===== src/rtl/frame_sequencer_if.sv =====
// Bundle between the register file, the frame sequencer and the pixel
// sampling block: configuration and strobes in, sampling controls and
// status out.
interface frame_sequencer_if #(
    parameter int CNT_W = 16
);
    // Control strobes and configuration from the register file
    logic             start;
    logic             abort;
    logic [7:0]       cfg_num_frames;
    logic [CNT_W-1:0] cfg_settle_cycles;
    logic [CNT_W-1:0] cfg_sample_cycles;
    logic [CNT_W-1:0] cfg_gap_cycles;
    logic             cfg_cds;
    logic             cfg_single_pixel;
    logic [7:0]       cfg_row_addr;
    logic [7:0]       cfg_col_addr;

    // Controls toward the sampling block
    logic             vg;
    logic             sample_en;
    logic             single_pixel_en;
    logic             correlated_double_sampling;
    logic [7:0]       single_pixel_row_addr;
    logic [7:0]       single_pixel_col_addr;

    // Status back to the register file
    logic             busy;
    logic             frame_done;
    logic [7:0]       frame_count;
    logic             seq_done;
    logic             aborted;
    logic             cfg_err;

    // Register-file / stimulus side
    modport master (
        output start, abort, cfg_num_frames, cfg_settle_cycles,
               cfg_sample_cycles, cfg_gap_cycles, cfg_cds,
               cfg_single_pixel, cfg_row_addr, cfg_col_addr,
        input  vg, sample_en, single_pixel_en, correlated_double_sampling,
               single_pixel_row_addr, single_pixel_col_addr,
               busy, frame_done, frame_count, seq_done, aborted, cfg_err
    );

    // Sequencer side
    modport slave (
        input  start, abort, cfg_num_frames, cfg_settle_cycles,
               cfg_sample_cycles, cfg_gap_cycles, cfg_cds,
               cfg_single_pixel, cfg_row_addr, cfg_col_addr,
        output vg, sample_en, single_pixel_en, correlated_double_sampling,
               single_pixel_row_addr, single_pixel_col_addr,
               busy, frame_done, frame_count, seq_done, aborted, cfg_err
    );
endinterface


===== src/rtl/frame_sequencer.sv =====
// Frame sequencer: walks the pixel sampling block through VG settle,
// sample window, VG hold-off and inter-frame gap for a fixed number of
// frames or continuously, with an orderly abort path that keeps VG up
// for the hold-off time after sampling stops.
module frame_sequencer #(
    parameter int PIXEL_NUM_ROW = 7,
    parameter int PIXEL_NUM_COL = 16,
    parameter int CNT_W         = 16,
    parameter int VG_HOLD       = 5
) (
    input  logic              clk,
    input  logic              reset,
    frame_sequencer_if.slave  bus
);

    typedef enum logic [2:0] {
        S_IDLE     = 3'd0,
        S_SETTLE   = 3'd1,
        S_SAMPLE   = 3'd2,
        S_HOLD     = 3'd3,
        S_GAP      = 3'd4,
        S_SHUTDOWN = 3'd5
    } state_t;

    localparam logic [CNT_W-1:0] CNT_ONE     = CNT_W'(1);
    localparam logic [CNT_W-1:0] HOLD_LEN_M1 = CNT_W'(VG_HOLD - 1);

    // Counter reload for a phase of 'len' cycles; zero-length phases last one cycle
    function automatic logic [CNT_W-1:0] len_m1(input logic [CNT_W-1:0] len);
        return (len == '0) ? '0 : (len - CNT_ONE);
    endfunction

    // Sequence state
    state_t           state_q, state_d;
    logic [CNT_W-1:0] cnt_q, cnt_d;
    logic [7:0]       frame_count_q, frame_count_d;

    // Configuration captured at start
    logic [7:0]       num_frames_q, num_frames_d;
    logic [CNT_W-1:0] settle_q, settle_d;
    logic [CNT_W-1:0] sample_q, sample_d;
    logic [CNT_W-1:0] gap_q, gap_d;
    logic             cds_q, cds_d;
    logic             single_q, single_d;
    logic [7:0]       row_q, row_d;
    logic [7:0]       col_q, col_d;

    // Registered outputs
    logic vg_q, vg_d;
    logic sample_en_q, sample_en_d;
    logic spe_q, spe_d;
    logic cds_out_q, cds_out_d;
    logic busy_q, busy_d;
    logic frame_done_q, frame_done_d;
    logic seq_done_q, seq_done_d;
    logic aborted_q, aborted_d;
    logic cfg_err_q, cfg_err_d;

    logic latch_cfg;
    logic cfg_valid;
    logic last_frame;

    // Configuration check on the incoming (not yet latched) values
    always_comb begin
        cfg_valid = (bus.cfg_sample_cycles != '0);
        if (bus.cfg_single_pixel &&
            ((int'(bus.cfg_row_addr) >= PIXEL_NUM_ROW) ||
             (int'(bus.cfg_col_addr) >= PIXEL_NUM_COL)))
            cfg_valid = 1'b0;
    end

    // Next state, phase counter, frame count and status pulses
    always_comb begin
        state_d       = state_q;
        cnt_d         = cnt_q;
        frame_count_d = frame_count_q;
        latch_cfg     = 1'b0;
        frame_done_d  = 1'b0;
        seq_done_d    = 1'b0;
        aborted_d     = 1'b0;
        cfg_err_d     = 1'b0;
        last_frame    = (num_frames_q != 8'd0) &&
                        (({1'b0, frame_count_q} + 9'd1) == {1'b0, num_frames_q});

        case (state_q)
            S_IDLE: begin
                // abort beats a simultaneous start
                if (bus.start && !bus.abort) begin
                    latch_cfg = 1'b1;
                    if (cfg_valid) begin
                        state_d       = S_SETTLE;
                        cnt_d         = len_m1(bus.cfg_settle_cycles);
                        frame_count_d = 8'd0;
                    end else begin
                        cfg_err_d = 1'b1;
                    end
                end
            end
            S_SETTLE: begin
                if (bus.abort) begin
                    state_d = S_SHUTDOWN;
                    cnt_d   = HOLD_LEN_M1;
                end else if (cnt_q == '0) begin
                    state_d = S_SAMPLE;
                    cnt_d   = len_m1(sample_q);
                end else begin
                    cnt_d = cnt_q - CNT_ONE;
                end
            end
            S_SAMPLE: begin
                if (bus.abort) begin
                    state_d = S_SHUTDOWN;
                    cnt_d   = HOLD_LEN_M1;
                end else if (cnt_q == '0) begin
                    state_d = S_HOLD;
                    cnt_d   = HOLD_LEN_M1;
                end else begin
                    cnt_d = cnt_q - CNT_ONE;
                end
            end
            S_HOLD: begin
                if (bus.abort) begin
                    state_d = S_SHUTDOWN;
                    cnt_d   = HOLD_LEN_M1;
                end else if (cnt_q == '0) begin
                    state_d = S_GAP;
                    cnt_d   = len_m1(gap_q);
                end else begin
                    cnt_d = cnt_q - CNT_ONE;
                end
            end
            S_GAP: begin
                // VG is already low here, so abort goes straight home
                if (bus.abort) begin
                    state_d   = S_IDLE;
                    aborted_d = 1'b1;
                end else if (cnt_q == '0) begin
                    frame_done_d  = 1'b1;
                    frame_count_d = (frame_count_q == 8'hFF) ? 8'hFF
                                                             : frame_count_q + 8'd1;
                    if (last_frame) begin
                        state_d    = S_IDLE;
                        seq_done_d = 1'b1;
                    end else begin
                        state_d = S_SETTLE;
                        cnt_d   = len_m1(settle_q);
                    end
                end else begin
                    cnt_d = cnt_q - CNT_ONE;
                end
            end
            S_SHUTDOWN: begin
                if (cnt_q == '0) begin
                    state_d   = S_IDLE;
                    aborted_d = 1'b1;
                end else begin
                    cnt_d = cnt_q - CNT_ONE;
                end
            end
            default: begin
                state_d = S_IDLE;
            end
        endcase
    end

    // Configuration capture and output decode from the next state
    always_comb begin
        num_frames_d = latch_cfg ? bus.cfg_num_frames    : num_frames_q;
        settle_d     = latch_cfg ? bus.cfg_settle_cycles : settle_q;
        sample_d     = latch_cfg ? bus.cfg_sample_cycles : sample_q;
        gap_d        = latch_cfg ? bus.cfg_gap_cycles    : gap_q;
        cds_d        = latch_cfg ? bus.cfg_cds           : cds_q;
        single_d     = latch_cfg ? bus.cfg_single_pixel  : single_q;
        row_d        = latch_cfg ? bus.cfg_row_addr      : row_q;
        col_d        = latch_cfg ? bus.cfg_col_addr      : col_q;

        vg_d        = (state_d == S_SETTLE) || (state_d == S_SAMPLE) ||
                      (state_d == S_HOLD)   || (state_d == S_SHUTDOWN);
        sample_en_d = (state_d == S_SAMPLE);
        cds_out_d   = ((state_d == S_SETTLE) || (state_d == S_SAMPLE)) && cds_d;
        spe_d       = ((state_d == S_SETTLE) || (state_d == S_SAMPLE) ||
                       (state_d == S_HOLD)) && single_d;
        busy_d      = (state_d != S_IDLE);
    end

    // State, counter and frame count registers
    always_ff @(posedge clk) begin
        if (reset) begin
            state_q       <= S_IDLE;
            cnt_q         <= '0;
            frame_count_q <= 8'd0;
        end else begin
            state_q       <= state_d;
            cnt_q         <= cnt_d;
            frame_count_q <= frame_count_d;
        end
    end

    // Latched configuration and registered outputs
    always_ff @(posedge clk) begin
        if (reset) begin
            num_frames_q <= 8'd0;
            settle_q     <= '0;
            sample_q     <= '0;
            gap_q        <= '0;
            cds_q        <= 1'b0;
            single_q     <= 1'b0;
            row_q        <= 8'd0;
            col_q        <= 8'd0;
            vg_q         <= 1'b0;
            sample_en_q  <= 1'b0;
            spe_q        <= 1'b0;
            cds_out_q    <= 1'b0;
            busy_q       <= 1'b0;
            frame_done_q <= 1'b0;
            seq_done_q   <= 1'b0;
            aborted_q    <= 1'b0;
            cfg_err_q    <= 1'b0;
        end else begin
            num_frames_q <= num_frames_d;
            settle_q     <= settle_d;
            sample_q     <= sample_d;
            gap_q        <= gap_d;
            cds_q        <= cds_d;
            single_q     <= single_d;
            row_q        <= row_d;
            col_q        <= col_d;
            vg_q         <= vg_d;
            sample_en_q  <= sample_en_d;
            spe_q        <= spe_d;
            cds_out_q    <= cds_out_d;
            busy_q       <= busy_d;
            frame_done_q <= frame_done_d;
            seq_done_q   <= seq_done_d;
            aborted_q    <= aborted_d;
            cfg_err_q    <= cfg_err_d;
        end
    end

    assign bus.vg                         = vg_q;
    assign bus.sample_en                  = sample_en_q;
    assign bus.single_pixel_en            = spe_q;
    assign bus.correlated_double_sampling = cds_out_q;
    assign bus.single_pixel_row_addr      = row_q;
    assign bus.single_pixel_col_addr      = col_q;
    assign bus.busy                       = busy_q;
    assign bus.frame_done                 = frame_done_q;
    assign bus.frame_count                = frame_count_q;
    assign bus.seq_done                   = seq_done_q;
    assign bus.aborted                    = aborted_q;
    assign bus.cfg_err                    = cfg_err_q;

endmodule

===== src/flat_wrapper.sv =====
// flat-port wrapper written by rule: the top's interface ports become plain ports
module frame_sequencer_flat 
#(
    parameter int PIXEL_NUM_ROW = 7,
    parameter int PIXEL_NUM_COL = 16,
    parameter int CNT_W         = 16,
    parameter int VG_HOLD       = 5
)
  (clk, reset, bus_start, bus_abort, bus_cfg_num_frames, bus_cfg_settle_cycles, bus_cfg_sample_cycles, bus_cfg_gap_cycles, bus_cfg_cds, bus_cfg_single_pixel, bus_cfg_row_addr, bus_cfg_col_addr, bus_vg, bus_sample_en, bus_single_pixel_en, bus_correlated_double_sampling, bus_single_pixel_row_addr, bus_single_pixel_col_addr, bus_busy, bus_frame_done, bus_frame_count, bus_seq_done, bus_aborted, bus_cfg_err);
  frame_sequencer_if #(.CNT_W(CNT_W)) bus_i ();
  input  logic clk;
  input  logic reset;
  input wire logic [$bits(bus_i.start)-1:0] bus_start;
  input wire logic [$bits(bus_i.abort)-1:0] bus_abort;
  input wire logic [$bits(bus_i.cfg_num_frames)-1:0] bus_cfg_num_frames;
  input wire logic [$bits(bus_i.cfg_settle_cycles)-1:0] bus_cfg_settle_cycles;
  input wire logic [$bits(bus_i.cfg_sample_cycles)-1:0] bus_cfg_sample_cycles;
  input wire logic [$bits(bus_i.cfg_gap_cycles)-1:0] bus_cfg_gap_cycles;
  input wire logic [$bits(bus_i.cfg_cds)-1:0] bus_cfg_cds;
  input wire logic [$bits(bus_i.cfg_single_pixel)-1:0] bus_cfg_single_pixel;
  input wire logic [$bits(bus_i.cfg_row_addr)-1:0] bus_cfg_row_addr;
  input wire logic [$bits(bus_i.cfg_col_addr)-1:0] bus_cfg_col_addr;
  output wire logic [$bits(bus_i.vg)-1:0] bus_vg;
  output wire logic [$bits(bus_i.sample_en)-1:0] bus_sample_en;
  output wire logic [$bits(bus_i.single_pixel_en)-1:0] bus_single_pixel_en;
  output wire logic [$bits(bus_i.correlated_double_sampling)-1:0] bus_correlated_double_sampling;
  output wire logic [$bits(bus_i.single_pixel_row_addr)-1:0] bus_single_pixel_row_addr;
  output wire logic [$bits(bus_i.single_pixel_col_addr)-1:0] bus_single_pixel_col_addr;
  output wire logic [$bits(bus_i.busy)-1:0] bus_busy;
  output wire logic [$bits(bus_i.frame_done)-1:0] bus_frame_done;
  output wire logic [$bits(bus_i.frame_count)-1:0] bus_frame_count;
  output wire logic [$bits(bus_i.seq_done)-1:0] bus_seq_done;
  output wire logic [$bits(bus_i.aborted)-1:0] bus_aborted;
  output wire logic [$bits(bus_i.cfg_err)-1:0] bus_cfg_err;
  assign bus_i.start = bus_start;
  assign bus_i.abort = bus_abort;
  assign bus_i.cfg_num_frames = bus_cfg_num_frames;
  assign bus_i.cfg_settle_cycles = bus_cfg_settle_cycles;
  assign bus_i.cfg_sample_cycles = bus_cfg_sample_cycles;
  assign bus_i.cfg_gap_cycles = bus_cfg_gap_cycles;
  assign bus_i.cfg_cds = bus_cfg_cds;
  assign bus_i.cfg_single_pixel = bus_cfg_single_pixel;
  assign bus_i.cfg_row_addr = bus_cfg_row_addr;
  assign bus_i.cfg_col_addr = bus_cfg_col_addr;
  assign bus_vg = bus_i.vg;
  assign bus_sample_en = bus_i.sample_en;
  assign bus_single_pixel_en = bus_i.single_pixel_en;
  assign bus_correlated_double_sampling = bus_i.correlated_double_sampling;
  assign bus_single_pixel_row_addr = bus_i.single_pixel_row_addr;
  assign bus_single_pixel_col_addr = bus_i.single_pixel_col_addr;
  assign bus_busy = bus_i.busy;
  assign bus_frame_done = bus_i.frame_done;
  assign bus_frame_count = bus_i.frame_count;
  assign bus_seq_done = bus_i.seq_done;
  assign bus_aborted = bus_i.aborted;
  assign bus_cfg_err = bus_i.cfg_err;
  frame_sequencer #(.PIXEL_NUM_ROW(PIXEL_NUM_ROW), .PIXEL_NUM_COL(PIXEL_NUM_COL), .CNT_W(CNT_W), .VG_HOLD(VG_HOLD)) u_core (.clk(clk), .reset(reset), .bus(bus_i));
endmodule

===== config.mk =====
export PLATFORM = sky130hd
export DESIGN_NAME = frame_sequencer_flat
export DESIGN_NICKNAME = d
export VERILOG_FILES = /design/src/rtl/frame_sequencer_if.sv /design/src/rtl/frame_sequencer.sv /design/src/flat_wrapper.sv
export SDC_FILE = /design/constraint.sdc
export NUM_CORES = 1
export LEC_CHECK = 0
export ABC_AREA = 1
export CORE_UTILIZATION = 47
export DETAILED_ROUTE_END_ITERATION = 10
export PLACE_DENSITY = 0.71
export SLEW_MARGIN = 20
export SYNTH_ARGS = -nofsm -noshare
export SYNTH_HDL_FRONTEND = slang
export SYNTH_SLANG_ARGS = --single-unit

===== constraint.sdc =====
create_clock -name clk -period 2.9 [get_ports clk]
set_input_delay 0.725 -clock clk [delete_from_list [all_inputs] [get_ports clk]]
set_output_delay 0.725 -clock clk [all_outputs]
set_load 0.03 [all_outputs]

-- Word-level counts from Yosys, hierarchy flattened
Index checks and enable logic that the tools add are counted.
- $mul: 0
- muxes and demuxes: 46
- bitwise gates (word level): 4
- add/sub/neg operators: 7
- magnitude comparators: 2
- equality and inequality tests: 17
- shift-type cells: 0
- reduce and logical (&&, ||, !) cells: 26
- div/mod/pow operators: 0
- operators with widths (operator ; number):
    16-bit 2-to-1 mux ; 16
    16-bit case mux with 6 select lines ; 1
    16-bit logical NOT ; 5
    16-bit by 1-bit subtractor with 16-bit output (second input constant) ; 5
    8-bit 2-to-1 mux ; 5
    3-bit 2-to-1 mux ; 11
    3-bit case mux with 6 select lines ; 1
    8-bit case mux with 2 select lines ; 1
    16-bit nonzero test ; 1
    3-bit by 2-bit equality test with 1-bit output (second input constant) ; 4
    1-bit 2-to-1 mux ; 10
    8-bit by 1-bit adder with 9-bit output (second input constant) ; 1
    3-bit equality test (second input constant) ; 3
    9-bit by 8-bit equality test with 1-bit output ; 1
    8-bit by 1-bit adder with 8-bit output (second input constant) ; 1
    8-bit equality test (second input constant) ; 1
    8-bit by 3-bit >= comparator with 1-bit output (second input constant) ; 1
    8-bit by 5-bit >= comparator with 1-bit output (second input constant) ; 1
    8-bit nonzero test ; 1
    3-bit by 1-bit equality test with 1-bit output (second input constant) ; 2
    2-bit by 1-bit != test with 1-bit output (second input constant) ; 3
    6-bit AND reduction ; 1
    6-bit nonzero test ; 1
    3-bit OR reduction ; 2
    12 further kinds ; 23
- latch bits: 0
- memories kept: 0
- input port bits: 78
- bits in read-only memories: 0
- memory bits (writable): 0
- word-level logic and storage cells: 122
- output and inout bits: 33
- register bits: 110

-- Logic depth before layout (Yosys ltp)
Gate-level depths: netlist of the first run.
- depth after elaboration: 11
- mapped depth: 16
- gate-level depth less buffers: 16

-- Least setup slack after synthesis of the first run
No wires, ideal clock.
- kind: input port to flip-flop
- start point: input bus_cfg_settle_cycles[0]
- end point: register u_core.cnt_q[14]
- data required time: 2.788 ns
- arrival time: 2.219 ns
- setup slack: 0.570 ns
- cell stages on the path: 14
- buffers on the path: 1
- cells stage by stage: inv_1 > ha_1 > inv_1 > nor3_2 > nand2_1 > nor2_4 > nand4_1 > o21ai_1 > inv_1 > buf_6 > nand2_1 > nand3_1 > nor2_1 > nor2_1
- cells in the longest elaborated chain, start to end: 5
- elaborated cells between the ends (all ways): 6
- ends and longest elaborated chain (what ; RTL line ; source):
    from (decl) ; flat_wrapper.sv:16 ; input wire logic [$bits(bus_i.cfg_settle_cycles)-1:0] bus_cfg_settle_cycles;
    16-bit by 1-bit subtractor with 16-bit output / 16-bit logical NOT (equally long branches) ; frame_sequencer.sv:30 ; return (len == '0) ? '0 : (len - CNT_ONE);
    16-bit 2-to-1 mux * ; frame_sequencer.sv:30 ;
    16-bit 2-to-1 mux * ; frame_sequencer.sv:90 ; if (cfg_valid) begin
    16-bit 2-to-1 mux * ; frame_sequencer.sv:88 ; if (bus.start && !bus.abort) begin
    16-bit case mux with 6 select lines * ; frame_sequencer.sv:85 ; case (state_q)
    to (signal assigned) ; frame_sequencer.sv:194 ; cnt_q <= cnt_d;
    to (decl) ; frame_sequencer.sv:35 ; logic [CNT_W-1:0] cnt_q, cnt_d;
Every way passes the cells marked *; elsewhere a longest branch is shown, timed or not. The select of a mux whose other input is x is not followed.
A chain may end at the register's enable or synchronous reset.

-- Worst setup path after layout of the first run
- start point: input bus_cfg_settle_cycles[1]
- end point: register u_core.cnt_q[14]
The elaborated chain is that of the path after synthesis.

==> results of run 1 <==
-- per-stage QoR --
stage               hold WS, ps  util (%)
global placement            460      57.9
global route                532      59.9
floorplan                   444         -
finish                      482      59.9
CTS                         484      59.9
detailed placement          471      57.9
-- layout make-up --
class                      instances  share of cell area (%)
clock buffer                       9                    2.44
clock inverter                     7                   0.921
inverter                         144                    5.85
multi-input combinational       1008                    50.2
sequential                       110                    23.8
tap                              211                    2.86
timing repair buffer             128                    13.9
-- state kept, by name, summed over array words and instances (netlist names), 3 cells and up --
signal and count:
u_core.gap_q 16, u_core.sample_q 16, u_core.bus.frame_count 8, u_core.bus.single_pixel_col_addr 8
u_core.settle_q 16, u_core.state_q 3, u_core.num_frames_q 8, u_core.cnt_q 16
u_core.bus.single_pixel_row_addr 8
-- cell usage in the layout, fill, tap and decap left out, drive strengths merged, types with 9 or more instances in the layout --
cell           instances
ha                    10
buf                   18
clkbuf                 9
nor2                 247
dfxtp                110
xor2                  24
nand3                107
clkdlybuf4s50        110
nand4                 15
nand2                382
a21oi                 85
inv                  147
nor3                  12
o21ai                104
-- where the power goes --
group	internal, W	switching [W]	total [W]	leakage (nW)
Clock	0.000623	0.000672	0.00129	0.147
Sequential	0.00163	0.000108	0.00174	0.904
Combinational	0.000576	0.00103	0.00161	3.28
-- worst paths after layout --
| check | from | depth (start not counted) | to | slack [ps] |
|---|---|---|---|---|
| worst max-delay path | bus_cfg_settle_cycles[1] | 14 | u_core.cnt_q[14]$_SDFFE_PP0P_ | 420 |
| worst min-delay path | u_core.num_frames_q[1]$_SDFFE_PP0P_ | 2 | u_core.num_frames_q[1]$_SDFFE_PP0P_ | 480 |
| worst max register to register | u_core.cnt_q[0]$_SDFFE_PP0P_ | 13 | u_core.cnt_q[11]$_SDFFE_PP0P_ | 450 |
| worst min register to register | u_core.num_frames_q[1]$_SDFFE_PP0P_ | 2 | u_core.num_frames_q[1]$_SDFFE_PP0P_ | 480 |
-- kinds of logic after synthesis --
| family | after synthesis | synth area share (%) |
|---|---|---|
| compound gates | 195 | 13.2 |
| flops | 110 | 29.1 |
| simple gates | 774 | 43.1 |
| fa+ha+maj | 10 | 1.66 |
| buf+inv | 183 | 9.55 |
| xor+xnor | 29 | 3.36 |
-- worst max-delay path, stage by stage --
cell and delay [ps]:
clkdlybuf4s50_1 420, inv_1 80, ha_1 170, inv_1 60, nor3_2 150, nand2_1 130, nor2_4 140, nand4_1 120
o21ai_1 160, inv_1 220, nand2_1 110, nand3_1 80, nor2_1 130, nor2_1 40
-- layer usage --
layer | track usage [%] | wire [um] | vias to the layer above
li1 | - | - | 4338
met1 | 36.1 | 10200 | 3710
met2 | 47.8 | 10400 | 233
met3 | 6.11 | 1560 | 29
met4 | 8.79 | 418 | 0
met5 | 0 | 0 | -
==> impl_metrics.tcl, run 1 <==
set metrics [dict create \
    final.period_utilization_pct 85.5 \
    grt_pass1_wl_um 36800 \
    clkLatencyLatePin_ps 380 \
    grt_pass1_vias 7568 \
    dieArea_mm2 0.0166 \
    via_per_inst 5.14 \
    port_buffers 110 \
    synthCells 1301 \
    power.density_mw_per_mm2 502 \
    worst_slack_ps 421 \
    avgSynthCellArea_um2 5.81 \
    ctsHoldBuffers 0 \
    fmax_mhz 403 \
    path_max_fanout 14 \
    dominantRegCellSynth "dfxtp_1" \
    synth_most_common_cell "nand2_1" \
    coreArea_mm2 0.0154 \
    cp.arrival_ps 2750 \
    cp-end-kind "flop" \
    cts_max_level 3 \
    grt-ovfl-total 0 \
    diodes 0 \
    fp-row-count 45 \
    regArea_mm2 0.00220 \
    tns_ps 0 \
    io_pins 111 \
    antenna_found_initial 0 \
    fin_cells 1617 \
    ys_warn_count 0 \
    final-setup-viol-count 0 \
    ys_ff_latch 110 \
    min_period_ps 2480 \
    ir_worst_vdd_v 0.000350 \
    post_cts_buffers 0 \
    netlist_top_cells_area "dfxtp_1 29%, nand2_1 19%, nor2_1 11%, nand3_1 7.0%, o21ai_0 6.7%" \
    cts.clk_slew.worst_paths_ps 90 \
    vias 8310 \
    dp_slack_ps 35.8 \
    power_leakage_nw 4.33 \
    worst_pin_slew_ps 581 \
    cts_inserted_buffers 9 \
    critPathLaunchType "input pin" \
    drt-initial-drc-count 620 \
    initial_core_util_pct 49.0 \
    place_hpwl_um 17700 \
    clock_sink_count 110 \
    synth_top_cells_by_count "378 x nand2_1, 231 x nor2_1, 134 x inv_1" \
    status "completed" \
    cts_buffer_depth 2 \
    syn-num-nets 1389 \
    syn_area_mm2 0.00756 \
    final-hold-violation-count 0 \
    dp.cells 1601 \
    ys_seq_area_share_pct 29.1 \
    drc 0 \
    fill_cells 1609 \
    die_h_um 129 \
    wirelength_um 22600 \
    multi_input_area_mm2 0.00464 \
    syn2layout_area_growth_pct 22.2 \
    async_flop_share_pct 0 \
    finalClockSkew_ps 16.3 \
    p_total_w 0.00464 \
    wl_per_cell_um 13.9 \
    drt_first_pass_iters 5 \
    drv_cap 0 \
    cts-resized-gates 0 \
    hold_class "flop to flop" \
    slew_headroom_pct 61.2 \
    fin_area_mm2 0.00924 \
    grt_max_degree 78 \
    cts_root_buf "clkbuf_16" \
    placed_area_mm2 0.00893 \
    synth_top_cell_by_area "dfxtp_1" \
    synth_top_area_share_pct 29.1 \
    fp.dieW_um 129 \
    layout.nets 1489 \
    worstSetupPathType "input pin to flop" \
    maxSlewViolCount 0 \
    drive_above_1_share_pct 5.12 \
    cts_tree "built" \
    cp.required_ps 3170 \
    rsz0062_at_grt "no" \
    drt.antenna.violating_nets 0 \
    synth_edf_count 0 \
    synth_cell_types 35 \
    grtUsageTotal_pct 28.4 \
    gp_congestion 0.959 \
]
Power figures use the tool's default switching activity.
==> run 2: changes to the inputs <==
==> constraint.sdc (replaced) <==
create_clock -name clk -period 2.9 [get_ports clk]
set_input_delay 0.725 -clock clk [delete_from_list [all_inputs] [get_ports clk]]
set_output_delay 0.725 -clock clk [all_outputs]
set_load 0.1 [all_outputs]
==> impl_metrics.tcl, run 2 (synthesis gave the netlist of run 1 again) <==
set metrics [dict create \
    dp_slack_ps 15.3 \
    final_cell_mix "378 x nand2_1, 231 x nor2_1, 133 x inv_1, 110 x dfxtp_1, 106 x nand3_1" \
    port_buffers 110 \
    critPathLaunchType "input pin" \
    via_per_inst 5.12 \
    hold_class "flop to flop" \
    worst_pin_slew_ps 607 \
    cts-resized-gates 0 \
    cts_inserted_buffers 9 \
    dieArea_mm2 0.0166 \
    grt_pass1_wl_um 37600 \
    syn2layout_area_growth_pct 21.3 \
    drc 0 \
    cts.clk_slew.worst_paths_ps 80 \
    vias 8271 \
    drt.antenna.violating_nets 0 \
    worst_slack_ps 406 \
    fin_util_pct 59.4 \
    clkLatencyLatePin_ps 370 \
    coreArea_mm2 0.0154 \
    cp.required_ps 3160 \
    status "completed" \
    maxSlewViolCount 0 \
    fmax_mhz 401 \
    fp.dieW_um 129 \
    gp_congestion 0.960 \
    final-setup-viol-count 0 \
    worstSetupPathType "input pin to flop" \
    drv_cap 0 \
    slowest_stage "clkdlybuf4s50_1" \
    fill_cells 1606 \
    final.period_utilization_pct 86.0 \
    min_period_ps 2490 \
    antenna_found_initial 0 \
    finalClockSkew_ps 17.6 \
    grt_pass1_vias 7671 \
    cts_root_buf "clkbuf_16" \
    wl_per_cell_um 14.0 \
    cp-end-kind "flop" \
    io_pins 111 \
    grt-ovfl-total 0 \
    ctsHoldBuffers 0 \
    clock_sink_count 110 \
    grtUsageTotal_pct 28.6 \
    drt_first_pass_iters 6 \
    tns_ps 0 \
    grt_max_degree 60 \
    ir_worst_vdd_v 0.000362 \
    cp_cell_sequence "clkdlybuf4s50_1 > inv_1 > ha_1 > inv_1 > nor3_2 > nand2_1 > nor2_4 > nand4_1 > o21ai_1 > inv_1 > nand2_1 > nand3_1 > nor2_1 > nor2_1" \
    drive_above_1_share_pct 7.47 \
    layout.nets 1489 \
    initial_core_util_pct 49.0 \
    drt-initial-drc-count 504 \
    die_h_um 129 \
    final-hold-violation-count 0 \
    cts_tree "built" \
    power_leakage_nw 4.40 \
    fp-row-count 45 \
    power.density_mw_per_mm2 527 \
    path_max_fanout 14 \
    post_cts_buffers 0 \
    wirelength_um 22600 \
    slew_headroom_pct 59.4 \
    cts_buffer_depth 2 \
    cp_common_cell "inv_1" \
    whs_ps 474 \
    cp.arrival_ps 2760 \
    final_common_cell "nand2_1" \
    diodes 0 \
    max_stage_delay_ps 420 \
    cts_max_level 3 \
    place_hpwl_um 17700 \
    rsz0062_at_grt "no" \
]
## run 2: cell count changes in the layout (fill, tap and decap cells not counted)
cell             change
buf_4               +33
clkdlybuf4s50_1     -33
inv_6                +2
bufinv_16            +1
clkbuf_8             +1
clkinv_8             -1
clkinvlp_4           -1
inv_12               -1
inv_8                -1
## run 2: area by class of cell
type / count / area, um^2 / area share [%]
multi-input cells: 1008 / 4640 / 50.6
inverters: 144 / 541 / 5.90
well taps: 211 / 264 / 2.88
clock inverters: 6 / 81.3 / 0.887
clock buffers: 10 / 239 / 2.61
flip-flops and latches: 110 / 2200 / 24.0
repair buffers: 128 / 1200 / 13.1
## run 2: report_power, final
part / internal, W / total [W] / switching [W]
Clock: 0.000715 / 0.00134 / 0.000624
Combinational: 0.000567 / 0.00175 / 0.00119
Sequential: 0.00163 / 0.00174 / 0.000109
Total: 0.00291 / 0.00483 / 0.00192
## run 2: critical path: cells and delay by family
family          cells  cell delay (ps)
simple gates        8              900
buf+inv             4              780
fa+ha+maj           1              180
compound gates      1              160
## run 2: worst paths after layout
check                                      start                                   to  slack, ps  cells past startpoint
max                     bus_cfg_settle_cycles[1]        u_core.cnt_q[14]$_SDFFE_PP0P_        410                     14
min          u_core.num_frames_q[1]$_SDFFE_PP0P_  u_core.num_frames_q[1]$_SDFFE_PP0P_        470                      2
max reg2reg         u_core.cnt_q[0]$_SDFFE_PP0P_         u_core.cnt_q[0]$_SDFFE_PP0P_        470                     13
min reg2reg  u_core.num_frames_q[1]$_SDFFE_PP0P_  u_core.num_frames_q[1]$_SDFFE_PP0P_        470                      2
## run 2: per-layer routing
layer | up-vias | global-route usage, % | wire length (um)
met5 | - | 0 | 0
met2 | 230 | 47.9 | 10300
met3 | 35 | 6.49 | 1570
li1 | 4336 | - | -
met4 | 0 | 7.61 | 421
met1 | 3670 | 37.0 | 10300
## run 2: per-stage QoR
step           total power (W)  area [um^2]  std cells
6_report               0.00483         9170       1617
5_1_grt                0.00515         9170       1617
4_1_cts                0.00485         9170       1617
3_5_place_dp           0.00350         8850       1601
3_3_place_gp           0.00350         8850       1601
2_1_floorplan          0.00300         7560       1301
==> run 3: changes to the inputs <==
--- a/config.mk
+++ b/config.mk
@@ -5,10 +5,10 @@
 export SDC_FILE = /design/constraint.sdc
 export NUM_CORES = 1
 export LEC_CHECK = 0
-export ABC_AREA = 1
 export CORE_UTILIZATION = 47
 export DETAILED_ROUTE_END_ITERATION = 10
-export PLACE_DENSITY = 0.71
+export GPL_TIMING_DRIVEN = 0
+export PLACE_DENSITY = 0.72
 export SLEW_MARGIN = 20
 export SYNTH_ARGS = -nofsm -noshare
 export SYNTH_HDL_FRONTEND = slang
==> impl_metrics.tcl, run 3 <==
set metrics [dict create \
    cts_buffer_depth 2 \
    synth_top_area_share_pct 32.3 \
    grt_max_degree 20 \
    drv_cap 0 \
    final_cell_mix "182 x nand2_1, 108 x clkdlybuf4s50_1, 108 x dfxtp_1, 106 x a21oi_1, 66 x nor2_1" \
    via_per_inst 5.89 \
    combPwrFrac_pct 37.9 \
    grt-ovfl-total 0 \
    fp-row-count 43 \
    synth_cell_types 83 \
    p_clk_share_pct 25.6 \
    dp.cells 1174 \
    drt.antenna.violating_nets 0 \
    grt_pass1_vias 6418 \
    path_max_fanout 4 \
    worst_slack_ps 75.8 \
    antenna_found_initial 0 \
    finalClockSkew_ps 11.6 \
    rsz0062_at_grt "yes" \
    syn2layout_area_growth_pct 25.0 \
    ir_worst_vdd_v 0.000459 \
    drive_above_1_share_pct 8.97 \
    avgSynthCellArea_um2 7.69 \
    vias 7033 \
    dominantRegCellSynth "dfxtp_1" \
    crit_buf_inv 1 \
    fin_util_pct 60.8 \
    max_stage_delay_ps 460 \
    synth_edf_count 0 \
    seq_power_share_pct 36.5 \
    netlist_top_cells_area "dfxtp_1 32%, nand2_1 10%, a21oi_1 7.8%, xnor2_1 5.8%, nor2_1 3.6%" \
    slowest_stage "clkdlybuf4s50_1" \
    final-hold-violation-count 0 \
    ctsHoldBuffers 0 \
    drt-initial-drc-count 749 \
    cts.clk_slew.worst_paths_ps 80 \
    synth_top_cells_by_count "182 x nand2_1, 110 x dfxtp_1, 106 x a21oi_1" \
    async_flop_share_pct 0 \
    slew_headroom_pct 32.7 \
    power.switching_w 0.00190 \
    gp_congestion 0.996 \
    coreArea_mm2 0.0140 \
    hold_class "flop to flop" \
    final.period_utilization_pct 97.4 \
    io_pins 111 \
    worstSetupPathType "input pin to flop" \
    dieArea_mm2 0.0150 \
    cts_tree "built" \
    fin_cells 1195 \
    diodes 0 \
    dp_slack_ps -908 \
    drc 0 \
    ys_seq_area_share_pct 32.3 \
    power.density_mw_per_mm2 572 \
    wirelength_um 21900 \
    tns_ps 0 \
    maxSlewViolCount 0 \
    wl_per_cell_um 18.3 \
    place_hpwl_um 16700 \
    cts_root_buf "clkbuf_16" \
    syn-num-nets 973 \
    layout.nets 1098 \
    synthCells 885 \
    cp.required_ps 3120 \
    cts_inserted_buffers 9 \
    status "completed" \
    cp.arrival_ps 3050 \
    synth_top_cell_by_area "dfxtp_1" \
    ys_warn_count 0 \
    synth_most_common_cell "nand2_1" \
    grtUsageTotal_pct 30.2 \
    p_int_w 0.00297 \
    placed_area_mm2 0.00813 \
    cp_cell_sequence "clkdlybuf4s50_1 > nor4_2 > and4_1 > nor3_1 > nor4b_4 > o31ai_1 > a211oi_1 > nor3_1" \
    port_buffers 109 \
    ys_ff_latch 110 \
    final_common_cell "nand2_1" \
    fmax_mhz 354 \
    cp-end-kind "flop" \
    clkLatencyLatePin_ps 370 \
    min_period_ps 2820 \
    initial_core_util_pct 48.7 \
    grt_pass1_wl_um 34400 \
    p_sw_share_pct 39.0 \
    critPathLaunchType "input pin" \
    die_h_um 122 \
    cts_max_level 3 \
    cp_top_family "simple AND/OR/NAND/NOR gates" \
    syn_area_mm2 0.00681 \
    clock_sink_count 110 \
    cp_common_cell "nor3_1" \
    worst_pin_slew_ps 1010 \
    power_leakage_nw 3.03 \
    final-setup-viol-count 0 \
    fin_area_mm2 0.00851 \
    drt_first_pass_iters 5 \
    fp.dieW_um 122 \
]
run 3: cell count changes after synthesis, sizes merged, moves of 9 or more:
cell | before | now
o221ai | 0 | 10
o21ai | 104 | 23
nand2 | 382 | 182
inv | 143 | 18
or3 | 0 | 12
clkbuf | 26 | 40
xnor2 | 5 | 45
nor3 | 12 | 30
nor4 | 6 | 28
nand3 | 107 | 20
a311oi | 0 | 9
nor2 | 247 | 74
a21oi | 85 | 106
run 3: area by class of cell:
cell class              instances  area (um^2)
multi-input cells             704         4330
repair buffers                114         1130
plain buffers                  53          262
fillers                      1332         5480
inverters                      18         67.6
flip-flops and latches        110         2200
clock buffers                  10          239
clock inverters                 6         53.8
well taps                     180          225
run 3: metal layers:
metal  global-route usage (%)  up-vias  wire (um)  part of all wire, %
li1                         -     3414          -                    -
met1                     41.8     3263       9540                   44
met2                     45.9      325       9650                   44
met3                     8.04       31       2250                   10
met4                     8.77        0        434                  2.0
met5                        0        -          0                    0
run 3: final timing paths:
check | slack [ps] | cells past startpoint | to | from
worst max-delay path | 80 | 8 | u_core.bus.correlated_double_sampling$_SDFF_PP0_ | bus_cfg_sample_cycles[3]
worst min-delay path | 450 | 2 | u_core.bus.single_pixel_col_addr[4]$_SDFFE_PP0P_ | u_core.bus.single_pixel_col_addr[4]$_SDFFE_PP0P_
worst max register to register | 90 | 10 | u_core.cnt_q[13]$_SDFFE_PP0P_ | u_core.cnt_q[0]$_SDFFE_PP0P_
worst min register to register | 450 | 2 | u_core.bus.single_pixel_col_addr[4]$_SDFFE_PP0P_ | u_core.bus.single_pixel_col_addr[4]$_SDFFE_PP0P_
run 3: stage by stage:
stage / total power [W] / hold WS (ps)
final: 0.00487 / 454
after global routing: 0.00510 / 479
after CTS: 0.00483 / 456
after detailed placement: 0.00358 / 445
after global placement: 0.00358 / 442
after floorplan: 0.00306 / 456
run 3: cell families (layout without fill, tap and decap cells):
group / after synthesis / after routing / share of synthesized area [%]
compound gates: 220 / 220 / 22.2
xor+xnor: 69 / 69 / 8.88
fa+ha+maj: 10 / 10 / 1.84
buf+inv: 71 / 201 / 4.78
flops: 110 / 110 / 32.3
mux: 6 / 6 / 0.900
simple gates: 399 / 399 / 29.1
run 3: power groups by stage:
stage               Sequential (W)  Combinational [W]  Clock, W
floorplan                  0.00190            0.00115         0
finish                     0.00178            0.00184   0.00125
CTS                        0.00177            0.00180   0.00126
detailed placement         0.00181            0.00178         0
global placement           0.00181            0.00177         0
global route               0.00179            0.00199   0.00132
run 3: what timing repair did:
action,in CTS,in global routing
gates resized for setup,2,10
buffers inserted,3,2
endpoints found under the setup margin,16,17
pin swaps,2,0
run 3: worst register-to-register path, stage by stage (launching register included):
cell and delay [ps]:
dfxtp_1 350, inv_1 110, ha_1 170, nor3b_1 260, and4_1 240, buf_6 160, buf_2 270, clkbuf_1 470
o221ai_1 280, a21oi_1 240, a311oi_2 110
